## src/rtl/max_tree_pkg.sv

```systemverilog
// Shared helpers for the max_tree_pipe comparator tree.
// Optional feature macro: MAX_TREE_APPROX_EN (coarse compare ignoring APPROX_LSB low bits).
package max_tree_pkg;

`ifdef MAX_TREE_APPROX_EN
  localparam bit APPROX_ON = 1'b1;
`else
  localparam bit APPROX_ON = 1'b0;
`endif

  // Operands are zero-extended to this width before comparing; W must not exceed it.
  localparam int CMP_MAX_W = 64;

  // Number of registered tree levels for n leaves.
  function automatic int tree_levels(input int n);
    return $clog2(n);
  endfunction

  // Leaf count after padding n up to a power of two.
  function automatic int tree_pad(input int n);
    return 1 << $clog2(n);
  endfunction

  // Depth of heap-numbered node i (root = 1 at depth 0).
  function automatic int node_depth(input int i);
    return $clog2(i + 1) - 1;
  endfunction

  // Effective number of ignored LSBs; zero unless the coarse compare is built in.
  function automatic int cmp_lsb(input int lsb);
    return APPROX_ON ? lsb : 0;
  endfunction

  // Strict unsigned greater-than on the compared bit range.
  function automatic logic val_gt(input logic [CMP_MAX_W-1:0] a,
                                  input logic [CMP_MAX_W-1:0] b,
                                  input int lsb);
    return (a >> lsb) > (b >> lsb);
  endfunction

endpackage

```

## src/rtl/max_tree_cmp2.sv

```systemverilog
// One registered 2-input compare-select node. Operand a always carries the lower
// channel indices, so ties resolve to a.
// Optional feature macro: MAX_TREE_APPROX_EN (via max_tree_pkg::cmp_lsb).
module max_tree_cmp2
  import max_tree_pkg::*;
#(
  parameter int W          = 8,
  parameter int IW         = 2,
  parameter int APPROX_LSB = 2
) (
  input  logic          clk,
  input  logic          rst_n,
  input  logic          en,
  input  logic [W-1:0]  a_val,
  input  logic [IW-1:0] a_idx,
  input  logic [W-1:0]  b_val,
  input  logic [IW-1:0] b_idx,
  output logic [W-1:0]  q_val,
  output logic [IW-1:0] q_idx
);

  logic b_win;

  assign b_win = val_gt(CMP_MAX_W'(b_val), CMP_MAX_W'(a_val), cmp_lsb(APPROX_LSB));

  // Capture the winner only when the upstream stage holds a valid beat and the pipe advances.
  always_ff @(posedge clk or negedge rst_n) begin
    if (!rst_n) begin
      q_val <= '0;
      q_idx <= '0;
    end else if (en) begin
      q_val <= b_win ? b_val : a_val;
      q_idx <= b_win ? b_idx : a_idx;
    end
  end

endmodule

```

## src/rtl/max_tree_pipe.sv

```systemverilog
// Streaming N-channel max finder: pipelined comparator tree per beat plus a frame
// accumulator that reports the running max (value, channel, first beat) at in_last.
// Optional feature macro: MAX_TREE_APPROX_EN (compare ignores APPROX_LSB low bits).
module max_tree_pipe
  import max_tree_pkg::*;
#(
  parameter  int N          = 4,
  parameter  int W          = 8,
  parameter  int CW         = 8,
  parameter  int APPROX_LSB = 2,
  localparam int IW         = $clog2(N)
) (
  input  logic           clk,
  input  logic           rst_n,
  input  logic           in_valid,
  output logic           in_ready,
  input  logic [N*W-1:0] in_data,
  input  logic           in_last,
  output logic           out_valid,
  input  logic           out_ready,
  output logic [W-1:0]   out_max,
  output logic [IW-1:0]  out_idx,
  output logic           out_last,
  output logic           frame_valid,
  output logic [W-1:0]   frame_max,
  output logic [IW-1:0]  frame_idx,
  output logic [CW-1:0]  frame_beat
);

  localparam int S = tree_levels(N);
  localparam int P = tree_pad(N);

  typedef struct packed {
    logic [W-1:0]  val;
    logic [IW-1:0] idx;
    logic [CW-1:0] beat;
  } acc_t;

  logic          adv;
  logic [S:1]    v_q;
  logic [S:1]    last_q;
  logic [W-1:0]  lf_val [0:P-1];
  logic [IW-1:0] lf_idx [0:P-1];
  logic [W-1:0]  nd_val [1:P-1];
  logic [IW-1:0] nd_idx [1:P-1];

  logic          xfer;
  logic          take;
  acc_t          acc;
  acc_t          acc_next;
  acc_t          frame_res;
  logic [CW-1:0] beat_cnt;

  // Whole pipe stalls together when the result register is full and not drained.
  assign in_ready = ~out_valid | out_ready;
  assign adv      = in_ready;

  // Leaves: real channels, then zero-valued pads at indices >= N that can only tie.
  for (genvar c = 0; c < P; c++) begin : g_leaf
    if (c < N) begin : g_real
      assign lf_val[c] = in_data[c*W +: W];
    end else begin : g_pad
      assign lf_val[c] = '0;
    end
    assign lf_idx[c] = IW'(c);
  end

  // Heap-numbered tree: node i compares children 2i (lower indices) and 2i+1.
  for (genvar i = 1; i < P; i++) begin : g_node
    localparam int ST = S - node_depth(i);
    logic          en;
    logic [W-1:0]  a_v, b_v;
    logic [IW-1:0] a_i, b_i;

    if (2*i >= P) begin : g_from_leaf
      assign a_v = lf_val[2*i-P];
      assign a_i = lf_idx[2*i-P];
      assign b_v = lf_val[2*i+1-P];
      assign b_i = lf_idx[2*i+1-P];
    end else begin : g_from_node
      assign a_v = nd_val[2*i];
      assign a_i = nd_idx[2*i];
      assign b_v = nd_val[2*i+1];
      assign b_i = nd_idx[2*i+1];
    end

    if (ST == 1) begin : g_en_in
      assign en = adv & in_valid;
    end else begin : g_en_stage
      assign en = adv & v_q[ST-1];
    end

    max_tree_cmp2 #(.W(W), .IW(IW), .APPROX_LSB(APPROX_LSB)) u_cmp (
      .clk   (clk),
      .rst_n (rst_n),
      .en    (en),
      .a_val (a_v),
      .a_idx (a_i),
      .b_val (b_v),
      .b_idx (b_i),
      .q_val (nd_val[i]),
      .q_idx (nd_idx[i])
    );
  end

  // Stage valid and last flags shift alongside the tree levels.
  always_ff @(posedge clk or negedge rst_n) begin
    if (!rst_n) begin
      v_q    <= '0;
      last_q <= '0;
    end else if (adv) begin
      v_q[1]    <= in_valid;
      last_q[1] <= in_valid & in_last;
      for (int s = 2; s <= S; s++) begin
        v_q[s]    <= v_q[s-1];
        last_q[s] <= last_q[s-1];
      end
    end
  end

  assign out_valid = v_q[S];
  assign out_last  = last_q[S];
  assign out_max   = nd_val[1];
  assign out_idx   = nd_idx[1];

  // Accumulator update candidate: first beat always loads, later beats only on strict win.
  always_comb begin
    xfer     = out_valid & out_ready;
    take     = (beat_cnt == '0) |
               val_gt(CMP_MAX_W'(out_max), CMP_MAX_W'(acc.val), cmp_lsb(APPROX_LSB));
    acc_next = acc;
    if (take) begin
      acc_next.val  = out_max;
      acc_next.idx  = out_idx;
      acc_next.beat = beat_cnt;
    end
  end

  // Frame tracking; the closing beat publishes the result and restarts the frame.
  always_ff @(posedge clk or negedge rst_n) begin
    if (!rst_n) begin
      acc         <= '0;
      frame_res   <= '0;
      beat_cnt    <= '0;
      frame_valid <= 1'b0;
    end else begin
      frame_valid <= 1'b0;
      if (xfer) begin
        if (out_last) begin
          frame_res   <= acc_next;
          frame_valid <= 1'b1;
          acc         <= '0;
          beat_cnt    <= '0;
        end else begin
          acc <= acc_next;
          if (beat_cnt != '1) beat_cnt <= beat_cnt + CW'(1);
        end
      end
    end
  end

  assign frame_max  = frame_res.val;
  assign frame_idx  = frame_res.idx;
  assign frame_beat = frame_res.beat;

endmodule
```

## config.mk

```make
export PLATFORM = sky130hd
export DESIGN_NAME = max_tree_pipe
export DESIGN_NICKNAME = d
export VERILOG_FILES = /design/src/rtl/max_tree_pkg.sv /design/src/rtl/max_tree_cmp2.sv /design/src/rtl/max_tree_pipe.sv
export SDC_FILE = /design/constraint.sdc
export NUM_CORES = 1
export LEC_CHECK = 0
export ABC_AREA = 1
export BUFFER_PORTS_ARGS = -buffer_cell sky130_fd_sc_hd__buf_2
export CELL_PAD_IN_SITES_DETAIL_PLACEMENT = 1
export CELL_PAD_IN_SITES_GLOBAL_PLACEMENT = 2
export CORE_MARGIN = 2
export CORE_UTILIZATION = 33
export DETAILED_ROUTE_END_ITERATION = 7
export GPL_ROUTABILITY_DRIVEN = 0
export PLACE_DENSITY = 0.81
export SYNTH_ARGS = -nofsm -noshare
export SYNTH_HDL_FRONTEND = slang
export SYNTH_SLANG_ARGS = --single-unit
```

## constraint.sdc

```tcl
create_clock -name clk -period 1.92 [get_ports clk]
set_clock_uncertainty 0.05 [all_clocks]
set_input_delay 0.384 -clock clk [delete_from_list [all_inputs] [get_ports clk]]
set_output_delay 0.384 -clock clk [all_outputs]
set_load 0.005 [all_outputs]
```

## Word level (Yosys, flattened, before mapping)

Cells that the tools add are included.

- Add/subtract/negate cells: 1
- $lt $le $gt $ge: 4
- Eq/ne operators: 1
- Mux-type cells: 12
- Bitwise logic cells: 7
- Reductions and logical operators: 4

Operators with widths:

| operator | count |
|---|---|
| $mux 8 | 5 |
| $mux 18 | 2 |
| $gt 8x8->1 | 4 |
| $add 8x1->8 const B | 1 |
| $logic_not 8->1 | 1 |
| $ne 8x8->1 const B | 1 |
| $and 1x1->1 | 4 |
| $mux 1 | 4 |
| $reduce_and 2->1 | 2 |
| $mux 2 | 1 |
| $or 1x1->1 | 2 |
| $reduce_bool 2->1 | 1 |
| $not 1->1 | 1 |

- Bits in registers: 79
- Bits of input ports: 37
- Output and inout port bits: 32
- Logic and storage cells: 45

## Logic depth before layout (Yosys ltp)

- Depth in word-level cells: 4
- Mapped depth: 15

## Modules after synthesis

Synthesis repeated with hierarchy kept, for this count alone.

- Cells, all modules: 673
- Area, all modules: 5109.9 µm²

By module, submodules not included:

| module | times used | cells an instance | area each (µm²) | sequential area each (µm²) |
|---|---|---|---|---|
| max_tree_pipe | 1 | 337 | 2610.0 | 1226.2 |
| max_tree_cmp2 | 3 | 112 | 833.3 | 250.2 |

## Worst setup path after synthesis

No wires, ideal clock.

- Path kind: reg-to-reg
- From: register g_node[1].u_cmp.q_val[7]
- To: register acc[10] in the netlist's numbering
- Arrival time: 1.595 ns
- Data required time: 1.753 ns
- Slack: 0.158 ns
- Cell stages (with the launch flop): 10
- Buffers on the path: 1
- Period minus slack after synthesis: 1.762 ns
- Path through: dfrtp_1 -> ha_1 -> a21o_1 -> nor2_1 -> nand2_2 -> nand2_4 -> clkbuf_4 -> nand3_1 -> nand3_1 -> nand2_1

- Longest elaborated chain between the ends: 4

Ends and longest elaborated chain:

| item | RTL line | text |
|---|---|---|
| start, declared | max_tree_cmp2.sv:18 | `output logic [W-1:0] q_val,` |
| start signal, assigned | max_tree_cmp2.sv:32 | `q_val <= b_win ? b_val : a_val;` |
| $gt 8x8->1 | max_tree_pkg.sv:38 | `return (a >> lsb) > (b >> lsb);` |
| $or 1x1->1 | max_tree_pipe.sv:129 | `take = (beat_cnt == '0) \|` |
| $mux 18 | max_tree_pipe.sv:132 | `if (take) begin` |
| $mux 18 | max_tree_pipe.sv:149 | `if (out_last) begin` |
| end signal, assigned | max_tree_pipe.sv:155 | `acc <= acc_next;` |
| end, declared | max_tree_pipe.sv:49 | `acc_t acc;` |

Every way passes these cells.
A chain may end at the register's enable or synchronous reset.

## Worst setup path after layout

- From: register g_node[1].u_cmp.q_val[6]
- To: register acc[1] in the netlist's numbering

Same word-level chain as after synthesis.

==> results.md <==
* Area post-placement at 0.00540 mm2
* Nets at 795
* Critical path capture point type: flip-flop
* Initial antenna violation count at 0
* Gr usage total at 17.5%
* Num CTS Buffers at 9
* Worst VDD drop at 0.718 mV
* MaxCap Viol Count at 0
* FP Rows at 43
* Number of distinct library cells after synthesis at 32
* Antenna viol nets, final at 0
* CTS tree: yes
* Final period util at 96.2%
* Finished Cell Area at 0.00598 mm2
* CP required at 2.11 ns
* Fmax at 541 MHz
* Syn Area/Cell at 7.60 um2
* Worst skew pair latency at 0.34 ns
* Endpoints failing setup at 0
* P per Cell Area at 1630 mW/mm2
* Core Region at 0.0139 mm2
* Overall die width at 124 um
* Port-buffer cells at 68
* Final hold vios at 0
* Ratio of cells with drive above 1 in the final layout at 24.6%
* Final Util at 42.9%
* Run status: completed
* Clock transition at path regs at 0.06 ns
* DR vias/cell at 4.74
* ANT cells at 0
* Synthesized instance count at 623
* Initial drt markers at 120
* DR vias at 4308
* GR Overflow Total at 0
* Crit-path max FO at 8
* Initial core utilization at 34.0%
* Vias in the first global route at 4482
* Leakage power at 0.00334 uW
* Flops & latches, synth at 78
* Chip Height at 124 um
* Non-Filler Instances at 909
* Synth warn at 0
* WL final at 12.7 mm
* Post-route DRC at 0
* Crit path DAT at 2.03 ns
* Syn Nets at 694
* H-tree Lvls at 3
* # IOs at 69
* WS Path Type: reg -> reg
* Slew headroom at 78.3%
* Die area at 0.0153 mm2
* Synthesized area at 0.00473 mm2
* Largest net degree at the start of global routing at 36
* Placed Instances at 879
* Area of the multi-input gates at 0.00241 mm2
* Reg area at 0.00195 mm2
* # fillers at 1749
* Final Max Slew Viols at 0
* Root Driver: clkbuf_16
* Setup tns final at 0 ns
* First-pass GRT wire length at 21.3 mm
* Hold WC Path Type: in -> reg
* Area grow syn2layout at 26.4%
* Sequential share of the synthesized area at 41.2%
* Initial DRT Pass Iterations at 4
* Hpwl dp at 9.56 mm
* Worst slew pin tran at 0.325 ns
* Routed WL per cell at 13.9 um
* CP startpoint kind: flip-flop
* Hold WS at 0.219 ns
* Number of clock sinks at 78
* Bufs on Longest Clock Path at 2
* Minimum clock period at 1.85 ns
per-layer routing:
metal / global-route usage [%] / wire length (um) / up-vias
met3: 1.97 / 352 / 19
met5: 0 / 0 / -
met4: 7.67 / 275 / 0
met2: 29.3 / 5980 / 74
met1: 22.7 / 6060 / 2038
li1: - / - / 2177
sequential cells by signal (all words and copies together) (netlist names), 2 cells and up:
signal              count
frame_idx               2
frame_max               8
g_node.u_cmp.q_idx      5
acc                    18
g_node.u_cmp.q_val     24
frame_beat              8
v_q                     2
last_q                  2
beat_cnt                8
logic make-up after synthesis:
logic type / after synthesis / synth area share [%]
AO/OA/AOI/OAI: 37 / 4.23
adder cells (fa/ha/maj): 34 / 8.99
buffers and inverters: 117 / 9.92
flip-flops: 78 / 41.2
AND/OR/NAND/NOR: 357 / 35.6
report_power, final:
group | switching (uW) | leakage [uW] | internal [uW]
registers | 400 | 0.000985 | 2190
clock network | 695 | 0.000154 | 1170
logic | 2960 | 0.00220 | 2330
stage by stage:
step	worst slack, ns	power [uW]
final	0.0723	9740
after global routing	-0.0500	10600
after CTS	0.0448	8740
after detailed placement	-0.0417	6790
after global placement	0.0267	6600
after floorplan	0.158	5480
layout make-up:
cell class / instances / share of cell area (%)
clock buffers: 10 / 3.99
clock inverters: 6 / 1.42
inverters: 102 / 6.40
multi-input cells: 428 / 40.4
flip-flops and latches: 78 / 32.6
well taps: 180 / 3.76
repair buffers: 105 / 11.4
synth_stat cells:
master,count,area share [%]
a21o_1,1,0.16
a21oi_1,16,1.7
a22o_1,1,0.19
and3_1,1,0.13
buf_12,1,0.42
buf_2,8,0.85
clkbuf_1,5,0.40
clkbuf_4,1,0.16
clkinv_1,1,0.079
dfrtp_1,78,41
ha_1,34,9.0
inv_1,95,7.5
inv_2,6,0.48
nand2_1,199,16
nand2_2,7,0.93
nand2_4,13,3.1
nand3_1,108,11
nand3_2,1,0.21
nand3_4,1,0.37
nand3b_1,1,0.16
nand4_1,1,0.13
nand4_2,4,1.1
nor2_1,14,1.1
nor2_2,1,0.13
nor2_4,1,0.24
nor3_1,1,0.11
nor3_4,1,0.34
o21a_1,3,0.48
o21ai_0,12,1.3
o21ai_1,3,0.32
o22ai_1,1,0.13
or2_2,3,0.40
critical path: stages (launching register included):
cell and delay (ns):
dfrtp_1 0.42, ha_4 0.28, nand2_2 0.08, nor2_4 0.12, nand2_1 0.07, nand2_2 0.11
nand2_4 0.11, nand2_8 0.14, buf_8 0.14, nand2_1 0.08, nand3_1 0.08, nand2_1 0.05
worst paths after layout:
path	from	to	slack [ns]	cells after the start
min reg2reg	frame_beat[0]	frame_beat[0]	0.42	2
max	g_node[1].u_cmp.q_val[6]	acc[1]	0.07	11
min in group asynchronous	rst_n	frame_beat[0]	0.42	2
min	in_last	last_q[1]	0.22	2
max in group asynchronous	rst_n	g_node[1].u_cmp.q_val[0]	0.76	3
max reg2reg	g_node[1].u_cmp.q_val[6]	acc[1]	0.07	11
repair_timing:
item,CTS,global route
buffers inserted,0,12
endpoints found under the hold margin,20,0
pin swaps,0,10
endpoints found under the setup margin,12,41
resized for setup,1,28
cloned,0,1
hold buffers,1,0
cell usage in the layout, fill, tap and decap left out, drive strengths merged, types with 5 or more instances in the layout:
cell type	instances
nand4	5
buf	103
nand3	110
nor2	16
nand2	219
inv	101
a21oi	16
o21ai	15
clkbuf	11
ha	34
dfrtp	78
(Power assumes the default switching activity.)
